--- src/rtl/rom_read_arbiter.sv ---
// Two-port read arbiter in front of a single registered-read ROM.
// Grants one requester per cycle and tags returning data with the owner's valid strobe.
module rom_read_arbiter #(
  parameter int ADDR_W  = 2,
  parameter int DATA_W  = 4,
  parameter int ROM_LAT = 1
) (
  input  logic              CLK,
  input  logic              RST,
  input  logic              prio_fixed,
  input  logic              req0,
  input  logic [ADDR_W-1:0] addr0,
  input  logic              req1,
  input  logic [ADDR_W-1:0] addr1,
  output logic              gnt0,
  output logic              gnt1,
  output logic              rvalid0,
  output logic              rvalid1,
  output logic [DATA_W-1:0] rdata,
  output logic [ADDR_W-1:0] rom_addr,
  input  logic [DATA_W-1:0] rom_data
);

  logic              gnt0_q, gnt0_d;
  logic              gnt1_q, gnt1_d;
  logic              last_q, last_d;
  logic [ADDR_W-1:0] rom_addr_q, rom_addr_d;
  logic              elig0, elig1;

  // Owner pipeline: bit k describes the read that will return ROM_LAT-1-k cycles from now.
  logic [ROM_LAT-1:0] own_vld_q;
  logic [ROM_LAT-1:0] own_id_q;

  always_comb begin
    elig0      = req0 & ~gnt0_q;
    elig1      = req1 & ~gnt1_q;
    // Requester 0 wins a tie under fixed priority, or when it was not the last one served.
    gnt0_d     = elig0 & (~elig1 | prio_fixed | last_q);
    gnt1_d     = elig1 & ~gnt0_d;
    last_d     = last_q;
    rom_addr_d = rom_addr_q;
    if (gnt0_d) begin
      last_d     = 1'b0;
      rom_addr_d = addr0;
    end else if (gnt1_d) begin
      last_d     = 1'b1;
      rom_addr_d = addr1;
    end
  end

  always_ff @(posedge CLK or posedge RST) begin
    if (RST) begin
      gnt0_q       <= 1'b0;
      gnt1_q       <= 1'b0;
      last_q       <= 1'b1;
      rom_addr_q   <= '0;
      own_vld_q[0] <= 1'b0;
      own_id_q[0]  <= 1'b0;
    end else begin
      gnt0_q       <= gnt0_d;
      gnt1_q       <= gnt1_d;
      last_q       <= last_d;
      rom_addr_q   <= rom_addr_d;
      own_vld_q[0] <= gnt0_q | gnt1_q;
      own_id_q[0]  <= gnt1_q;
    end
  end

  genvar gi;
  generate
    for (gi = 1; gi < ROM_LAT; gi++) begin : g_own_stage
      always_ff @(posedge CLK or posedge RST) begin
        if (RST) begin
          own_vld_q[gi] <= 1'b0;
          own_id_q[gi]  <= 1'b0;
        end else begin
          own_vld_q[gi] <= own_vld_q[gi-1];
          own_id_q[gi]  <= own_id_q[gi-1];
        end
      end
    end
  endgenerate

  assign gnt0     = gnt0_q;
  assign gnt1     = gnt1_q;
  assign rom_addr = rom_addr_q;
  assign rdata    = rom_data;
  assign rvalid0  = own_vld_q[ROM_LAT-1] & ~own_id_q[ROM_LAT-1];
  assign rvalid1  = own_vld_q[ROM_LAT-1] &  own_id_q[ROM_LAT-1];

endmodule

--- config.mk ---
export PLATFORM = sky130hd
export DESIGN_NAME = rom_read_arbiter
export DESIGN_NICKNAME = d
export VERILOG_FILES = /design/src/rtl/rom_read_arbiter.sv
export SDC_FILE = /design/constraint.sdc
export NUM_CORES = 1
export LEC_CHECK = 0
export CORE_AREA = 2 2 39 41
export CTS_CLUSTER_SIZE = 10
export DETAILED_ROUTE_END_ITERATION = 6
export DIE_AREA = 0 0 41 43
export GPL_TIMING_DRIVEN = 0
export HOLD_SLACK_MARGIN = 0.03
export REMOVE_ABC_BUFFERS = 1
export SYNTH_ARGS = -nofsm -noshare
export SYNTH_HDL_FRONTEND = slang
export SYNTH_SLANG_ARGS = --single-unit
--- constraint.sdc ---
create_clock -name CLK -period 1.3 [get_ports CLK]
set_input_delay 0.325 -clock CLK [delete_from_list [all_inputs] [get_ports CLK]]
set_output_delay 0.325 -clock CLK [all_outputs]
set_load 0.1 [all_outputs]
## Word-level counts from Yosys, hierarchy flattened

Index checks and enable logic that the tools add are counted.

| storage, ports and cells | value |
|---|---|
| bits in registers | 7 |
| input bits | 13 |
| output and inout bits | 10 |
| word-level logic and storage cells | 25 |

| operators by class | value |
|---|---|
| muxes and demuxes | 4 |
| bitwise logic cells | 14 |
| reductions and logical operators | 1 |

Operators by type and width:

| cell | count |
|---|---|
| $and 1x1->1 | 6 |
| $not 1->1 | 5 |
| $mux 2 | 2 |
| $or 1x1->1 | 3 |
| $mux 1 | 2 |
| $reduce_bool 2->1 | 1 |

## Depth between registers and ports, before layout

Gate-level depths: netlist (run 1).

| depth | value |
|---|---|
| word-level depth | 10 |
| mapped depth | 3 |
| depth with buffers taken out | 3 |

## Worst setup path before layout (run 1)

Ideal clock, no wire load.

| path | value |
|---|---|
| path kind | register -> output |
| start point | register own_id_q |
| end point | output port rvalid0 |
| arrival | 1.693 ns |
| required time | 0.975 ns |
| setup slack | -0.718 ns |
| stages on the path, launching flop included | 2 |
| path buffers | 0 |
| path through | dfrtp_1 -> nor2b_1 |

| on the way | value |
|---|---|
| longest elaborated chain between the ends | 2 |

RTL lines:

| what | RTL line | RTL |
|---|---|---|
| from (decl) | 32 | `logic [ROM_LAT-1:0] own_id_q;` |
| $not 1->1 | 88 | `assign rvalid0 = own_vld_q[ROM_LAT-1] & ~own_id_q[ROM_LAT-1];` |
| $and 1x1->1 | 88 |  |
| to (decl) | 17 | `output logic rvalid0,` |

Every way passes these cells.

## Final worst setup path (run 1)

Ends and elaborated chain as after synthesis.

==> results by stage, run 1 <==
Die:
- The height of the die is 43 µm.
- Row generation in the floorplan step produced 14 rows.
- The floorplan step defined a die boundary enclosing 0.00176 mm².
- The die is slightly above 40 µm wide.
- The initial core utilization is 0.230.
- After floorplanning, the core was sized to cover 0.00138 mm².
- The count of pins on the block boundary is 23.

STA:
- The final max-slew violation count is 0.
- Timing would allow up to 759 MHz.
- Counting I/O delays and the setup requirement, the final critical path takes 1.32 ns.
- Headroom to the max-slew limit came out at 0.822.
- The worst clock skew is 0.00258 ns.
- The final count of hold timing violations is 0.
- Setup violations remaining at the end of the flow were counted as 1.
- In the post-route analysis, the smallest setup slack over all paths is -0.0172 ns.
- Setup repair after global routing could not meet its margin everywhere.
- At the pin with the least slew margin, the transition time is 0.266 ns.
- The share of the cycle needed by the critical path after routing is 1.01.
- Summed over all failing endpoints, the final setup total negative slack is -0.0172 ns.

Final layout:
- The area growth from synthesis to layout is 48.0%.
- Once layout is done, the placed cells without fillers occupy between 400 and 500 µm².
- The final core area utilization is 0.340.
- Summing all flip-flop and latch instances after layout gives 176 µm².
- The number of antenna diodes in the final layout is 0.
- In the final design database the tool counted 56 nets.
- The number of filler cells placed in the layout is 155.
- Of the cells placed in the final design, the portion with a size suffix greater than 1 is 0.286.
- The multi-input combinational cells in the finished layout cover a total of 100 µm².

Synthesis:
- The sequential-to-total area share from yosys stat is 0.555.
- The synthesized cell area is 318 µm².
- The count of flip-flops with a built-in enable after synthesis is 0.
- The dominant register cell in the synthesized netlist is sky130_fd_sc_hd__dfrtp_1.
- The flip-flop and latch count after synthesis is 7.
- The share of async-settable or async-resettable flops after synthesis is 1.00.
- Yosys printed 0 warnings.
- The gate count of the mapped netlist is 28.
- Counting distinct cell types in the post-synthesis netlist gives 15.
- Each instance of the synthesized netlist takes up on average 11.4 µm².

Clock tree:
- The TritonCTS clock tree is done.
- The clock passes through at most 2 buffers.
- The CTS buffer count is 3.
- The number of sinks on the clock net is 7.
- The library cell used as clock root buffer is sky130_fd_sc_hd__clkbuf_4.
- The number of setup buffers added after CTS is 0.
- The clock transition at the register clock pins on the worst setup and hold paths after CTS is 0.05 ns.
- The clock latency of the later-clocked register in the worst-skew pair is 0.25 ns.
- The maximum level of the CTS H-tree is 1.

Route:
- The vias after detailed routing is 247.
- The final routed wire length divided by cell count is 10.6 µm.
- In this run, the number of DRC markers left after iteration 0 of detailed routing was 3.
- After detailed routing, the number of vias per cell comes to approximately 4.3.
- The first-pass iteration count of the detailed router is 4.
- After detailed routing, the total wire length is 613 µm.
- The post-detailed-route count of antenna-violating nets is 0.
- The DRC violations left is 0.

Power:
- Of the total power, registers draw 0.343.
- The internal power contribution is approximately 460 µW.
- Of the total power, combinational logic draws 0.407.
- The clock network power share is 0.250.
- Across the VDD grid, the largest voltage drop is 0.582 mV.
- The power per unit of standard cell area is 1680 mW/mm².
- In this run the static leakage power is 0.000219 µW.
- The design draws around 800 µW.
- For this design the total switching power over the nets is ~330 µW.
- Of the total power, the share spent switching nets is 0.416.

Critical path:
- The worst register-to-register path ends at rom_addr[1]$_DFFE_PP0P_.
- By startpoint and endpoint, the worst setup path is classified as reg2out.
- The source of the worst register-to-register timing path is gnt0$_DFF_PP0_.
- In this run the worst path has a maximum fanout of 2.
- The arrival time at the worst endpoint is a little under 1 ns.
- STA classifies the critical path startpoint as a register.
- Measured in cells, the most critical reg-to-reg path has a length of 3.
- The critical path required time is 0.98 ns.
- The worst setup path is captured at a primary output.
- The worst register-to-register path has a setup slack of 0.16 ns.

Global routing:
- The total overflow left after global routing is 0.
- The first global-routing pass estimated 986 µm of wire.
- The initial antenna violation count came to 0.
- Entering global routing, the biggest net connects 8 pins.
- The number of global-route vias before repair is approximately 260.
- The global-route total usage across every layer is 0.0900.

Placement:
- The port buffer count is 14.
- The placed standard-cell area is between 400 and 500 µm².
- The global placement routability congestion is 0.686.

Hold path:
- The worst hold-check path type is in2async.

Flow run:
- The number of violations of the max-capacitance limit is 0.

Status:
- The run finished, with violations left.
- The final reports fail on negative setup slack.
cells in the final DEF (no fill, tap or decap), drive strengths merged:
cell type	count
inv	3
buf	6
or2	1
dfstp	1
or3	2
nand2b	1
and2	1
o221a	2
clkdlybuf4s50	8
nor2b	3
o21ai	1
a21o	1
nor2	1
clkbuf	4
o22a	1
dfrtp	6
per-layer routing:
metal / global-route usage / wire, µm / part of all wire
met1: 0.0987 / 270 / 0.44
met2: 0.109 / 264 / 0.43
met3: 0.0628 / 78 / 0.13
met4: 0.0800 / 0 / 0
met5: 0 / 0 / 0
how the worst max path moves through the flow:
| stage | start | to | slack (ns) | cells after the start |
|---|---|---|---|---|
| 2_1_floorplan | own_id_q$_DFF_PP0_ | rvalid0 | -0.72 | 1 |
| 3_3_place_gp | own_id_q$_DFF_PP0_ | rvalid0 | -0.60 | 2 |
| 3_5_place_dp | own_id_q$_DFF_PP0_ | rvalid0 | -0.61 | 2 |
| 4_1_cts | own_id_q$_DFF_PP0_ | rvalid0 | -0.03 | 2 |
| 5_1_grt | own_id_q$_DFF_PP0_ | rvalid0 | -0.06 | 2 |
| 6_report | own_id_q$_DFF_PP0_ | rvalid0 | -0.02 | 2 |
timing repair:
item,4_1_cts,5_1_grt
setup endpoints to repair,6,3
gates cloned,0,0
resized for setup,38,1
hold buffers,0,0
endpoints found under the hold margin,0,0
registers in the layout (all words and copies together), names as in the netlist:
name / flops
own_id_q: 1
last_q: 1
rom_addr: 2
own_vld_q: 1
gnt1: 1
gnt0: 1
cell families (layout without fill, tap and decap cells):
group / Yosys count / in the layout / synth area share
AO/OA/AOI/OAI: 5 / 5 / 0.138
AND/OR/NAND/NOR: 9 / 9 / 0.177
buffers and inverters: 7 / 21 / 0.130
flip-flops: 7 / 7 / 0.555
power groups by stage:
stage	registers [µW]	logic, µW	clock network, µW
final	271	322	197
after global routing	274	335	222
after CTS	271	322	206
after detailed placement	274	323	0
after global placement	273	323	0
after floorplan	399	111	0
per-stage QoR:
step           setup slack [ns]  cells  hold slack (ns)
6_report                -0.0172     58            0.309
5_1_grt                 -0.0628     58            0.334
3_3_place_gp             -0.604     54            0.426
4_1_cts                 -0.0289     58            0.323
3_5_place_dp             -0.609     54            0.432
2_1_floorplan            -0.718     24            0.128
worst max-delay path, stage by stage (launching register included):
cell	delay (ns)
sky130_fd_sc_hd__dfrtp_1	0.37
sky130_fd_sc_hd__nor2b_1	0.13
sky130_fd_sc_hd__buf_6	0.24
area by class of cell:
type | count | area share
Timing Repair Buffer | 14 | 0.290
Tap cell | 16 | 0.0426
Clock buffer | 4 | 0.0559
Inverter | 3 | 0.0239
Multi-Input combinational cell | 14 | 0.213
Sequential cell | 7 | 0.375
cell usage after synthesis (all sizes together) (2+ instances only):
cell type,count,area share
o221a,2,0.071
or3,2,0.039
buf,4,0.094
inv,3,0.035
dfrtp,6,0.47
nor2b,3,0.067
Note: power is estimated with default switching activity, not from simulation.
==> run 2: changes to the inputs <==
Settings changed: ABC_AREA set to 1, ABC_CLOCK_PERIOD_IN_PS set to 1300, HOLD_SLACK_MARGIN 0.03 to not set.
==> results by stage, run 2 <==
Die:
- The initial core utilization is 0.263 (+0.0335).
- The count of pins on the block boundary came to 23 (unchanged).
- The height of the die is 43 µm (unchanged).
- The area of the die is 0.00176 mm² (unchanged).
- The horizontal die dimension is 41 µm (unchanged).
- The row count is 14 (unchanged).
- The core area was 0.00138 mm² (unchanged).

Global routing:
- The routing usage on met2 is 0.128 (+0.0187).
- The initial antenna violation count is 0 (unchanged).
- The number of global-route vias before repair is 274 (+7.5%).
- The highest-utilization routing layer at the global route stage is met1.
- The met3 track demand over resource in global routing is 0.0419 (-0.0209).
- The global-route total usage across every layer is 0.0990 (+0.00900).
- The pin count of the biggest net entering global routing is 8 (unchanged).
- The first-pass GRT wire length is 1140 µm (+15%).
- The met1 usage in global routing was 0.131 (+0.0325).
- The total congestion overflow is 0 (unchanged).

Clock tree:
- The clock latency of the later-clocked register in the worst-skew pair came to 0.25 ns (about the same).
- The CTS buffer count came to 3 (unchanged).
- The number of sinks on the clock net came to 7 (unchanged).
- The library cell used as clock root buffer is sky130_fd_sc_hd__clkbuf_4.
- The clock tree buffer depth is 2 (unchanged).
- The maximum level of the CTS H-tree was 1 (unchanged).
- The TritonCTS clock tree is done.
- The clock transition at the register clock pins on the worst setup and hold paths after CTS came to 0.05 ns (about the same).

STA:
- The transition at the pin with the smallest max-transition slack is 0.296 ns (+0.0302 ns).
- The count of endpoints failing setup in the final report came to 0 (-1).
- Setup repair after global routing could not meet its margin everywhere.
- The post-route minimum period was 1.29 ns (-0.0228 ns).
- The final max-slew violation count is 0 (unchanged).
- The headroom to the max-slew limit came to 0.802 (-0.0201).
- The share of the cycle needed by the critical path after routing came to 0.996 (-0.0175).
- The worst hold slack is 0.321 ns (+0.0121 ns).
- The final count of hold timing violations is 0 (unchanged).
- The worst clock skew was 0.00117 ns (-0.00141 ns).
- The peak clock frequency supported by timing came to 773 MHz (+1.8%).

Critical path:
- The cell type of the slowest stage on the worst timing path is sky130_fd_sc_hd__dfrtp_1.
- The highest net fanout along the worst path is 2 (unchanged).
- Among cell families on the critical path, the largest total delay comes from flip-flops.
- The worst setup path is captured at a primary output.
- The critical path buffer and inverter count is 1 (unchanged).
- The worst setup path is launched from a register.
- The arrival time at the worst endpoint is 0.97 ns (-0.02 ns).
- The signal on the critical path passes through nor2_2 -> buf_12.
- The critical path required time is 0.98 ns (about the same).
- The largest stage delay on the critical path is 0.38 ns (about the same).
- The critical path is of the reg2out type.

Synthesis:
- The gate count of the mapped netlist is 42 (+50%).
- The flip-flop and latch count after synthesis is 7 (unchanged).
- The xor/xnor cell area share of the yosys netlist came to 0 (unchanged).
- The largest family of logic cells by synthesized area is simple AND/OR/NAND/NOR gates.
- The portion of netlist area occupied by mux cells was 0 (unchanged).
- The complex-gate fraction of the synthesized area was 0.0481 (-0.0897).
- The simple-gate area share of the yosys netlist is 0.282 (+0.105).
- The number of distinct library cells after synthesis is 14 (-1).
- The mean instance size in the synthesized netlist is 8.67 µm² (-24%).
- The synthesized cell area is 364 µm² (+15%).
- The fraction of synthesized cell area taken by the top area cell type came to 0.412 (-0.0601).
- The library cell with the largest summed area after synthesis is sky130_fd_sc_hd__dfrtp_1.
- The cell with the most instances after synthesis is sky130_fd_sc_hd__inv_1.
- In the synthesized netlist the dominant register cell turns out to be sky130_fd_sc_hd__dfrtp_1.
- Counting instances in the post-synthesis netlist gives the leading cell types as 7 x sky130_fd_sc_hd__inv_1, 6 x sky130_fd_sc_hd__dfrtp_1, 5 x sky130_fd_sc_hd__nand2_1, 4 x sky130_fd_sc_hd__buf_4, 4 x sky130_fd_sc_hd__nand3_1.
- The count of flip-flops with a built-in enable after synthesis came to 0 (unchanged).
- Yosys attributes the largest share of cell area to sky130_fd_sc_hd__dfrtp_1 41%, sky130_fd_sc_hd__buf_4 8.2%, sky130_fd_sc_hd__dfstp_2 7.2%.
- The number of warnings issued by yosys was 0 (unchanged).
- The share of async-settable or async-resettable flops after synthesis was 1.00 (unchanged).
- The sequential-to-total area share from yosys stat is 0.485 (-0.0706).
- The adder and majority gate portion of the synthesized area came to 0 (unchanged).

Final layout:
- The library cells used most frequently in the layout, excluding fill and tap cells, are 8 x sky130_fd_sc_hd__clkdlybuf4s50_1, 6 x sky130_fd_sc_hd__inv_1, 6 x sky130_fd_sc_hd__dfrtp_1.
- The count of antenna diodes in the layout is 0 (unchanged).
- The final layout net count is 70 (+25%).
- The flip-flop count of the largest register after layout was 2 (unchanged).
- The number of filler cells placed in the layout was 153 (-1.3%).
- The area growth from synthesis to layout is 47.4%.
- The final non-filler cell total is 72 (+24%).
- The share of post-route cells with drive strength above 1 is 0.393 (+0.107).
- Leaving out fill and tap cells, the most frequent cell in the layout is sky130_fd_sc_hd__clkdlybuf4s50_1.

Route:
- The post-detailed-route count of antenna-violating nets came to 0 (unchanged).
- The vias after detailed routing is 303 (+23%).
- The final routed wire length divided by cell count was 9.67 µm (-8.5%).
- The DRC violations left is 0 (unchanged).
- The first-pass iteration count of the detailed router is 3 (-1).
- The overall routed net length is 696 µm (+14%).
- The starting DRC count in detailed routing came to 3 (unchanged).
- The post-detailed-route via-to-cell ratio is 4.21 (-1.2%).

Hold path:
- The worst hold-check path type is in2async.

Flow run:
- The number of violations of the max-capacitance limit is 0 (unchanged).

Power:
- The worst IR drop on VDD is 0.527 mV (-9.4%).
- The leakage power of the design was 0.000276 µW (+26%).
- The power per unit of standard cell area is 1530 mW/mm² (-9.2%).

Status:
- The run finished with clean final reports.

Placement:
- Once detailed placement completed, the half-perimeter wirelength came to 524 µm.
- The global placement routability congestion is 0.737 (+7.5%).
- The port buffer count is 14 (unchanged).
- The cell total after placement came to 68 (+26%).
## run 2: changes by cell type in the layout (fill, tap and decap cells not counted), moves of 3 or more
cell,previous run,this run
sky130_fd_sc_hd__inv_2,0,4
sky130_fd_sc_hd__nor2_2,0,3
sky130_fd_sc_hd__nand2_1,0,5
sky130_fd_sc_hd__nand3_1,0,4
sky130_fd_sc_hd__inv_1,3,6
## run 2: repair_timing
item,in CTS,in global routing
gates resized for setup,37,8
hold buffers,0,0
endpoints found under the setup margin,6,3
setup buffers,0,0
## run 2: layer usage
layer  wire [µm]  vias up
li1            -      152
met1         309      133
met3          66        2
met4          11        0
met2         309       16
met5           0        -
## run 2: cell type report
class                   instances  area (µm²)  area share
repair buffers                 14         154       0.287
flip-flops and latches          7         176       0.329
well taps                      16        20.0      0.0373
clock buffers                   4        26.3      0.0490
inverters                      10        37.5      0.0699
multi-input cells              21         123       0.228
## run 2: path summary, 6_finish.rpt
path	startpoint	end	slack, ns	cells past startpoint
worst max-delay path	own_id_q$_DFF_PP0_	rvalid0	0.006	2
worst min-delay path	RST	rom_addr[0]$_DFFE_PP0P_	0.32	2
worst max register to register	gnt1$_DFF_PP0_	rom_addr[0]$_DFFE_PP0P_	0.29	5
worst min register to register	gnt1$_DFF_PP0_	own_id_q$_DFF_PP0_	0.46	0
max in group asynchronous	RST	last_q$_DFFE_PP1P_	0.70	2
min in group CLK	gnt1$_DFF_PP0_	own_id_q$_DFF_PP0_	0.46	0
## run 2: cells by family after synthesis
| logic type | after synthesis |
|---|---|
| AO/OA/AOI/OAI | 3 |
| buffers and inverters | 14 |
| flip-flops | 7 |
| AND/OR/NAND/NOR | 18 |
## run 2: metrics by stage
step | util | instance area, µm² | setup TNS [ns] | power [µW] | setup slack (ns)
6_report | 0.388 | 537 | 0 | 819 | 0.00563
2_1_floorplan | - | 334 | -1.47 | 519 | -0.649
4_1_cts | 0.368 | 509 | -0.0182 | 804 | -0.0182
5_1_grt | 0.388 | 537 | -0.0380 | 865 | -0.0380
3_3_place_gp | 0.357 | 494 | -3.41 | 603 | -0.602
3_5_place_dp | 0.357 | 494 | -3.44 | 606 | -0.611
## run 2: worst reg2reg max path: cells and delay by family (launching register included)
kind / cells / cell delay [ns]
AOI/OAI and AO/OA: 1 / 0.17
buffers and inverters: 1 / 0.08
DFF: 1 / 0.42
and+or+nand+nor: 3 / 0.28
## run 2: power breakdown
| group | internal [µW] | switching [µW] | total (µW) |
|---|---|---|---|
| Combinational | 102 | 249 | 351 |
| Clock | 117 | 81.8 | 199 |
| Sequential | 251 | 18.0 | 269 |
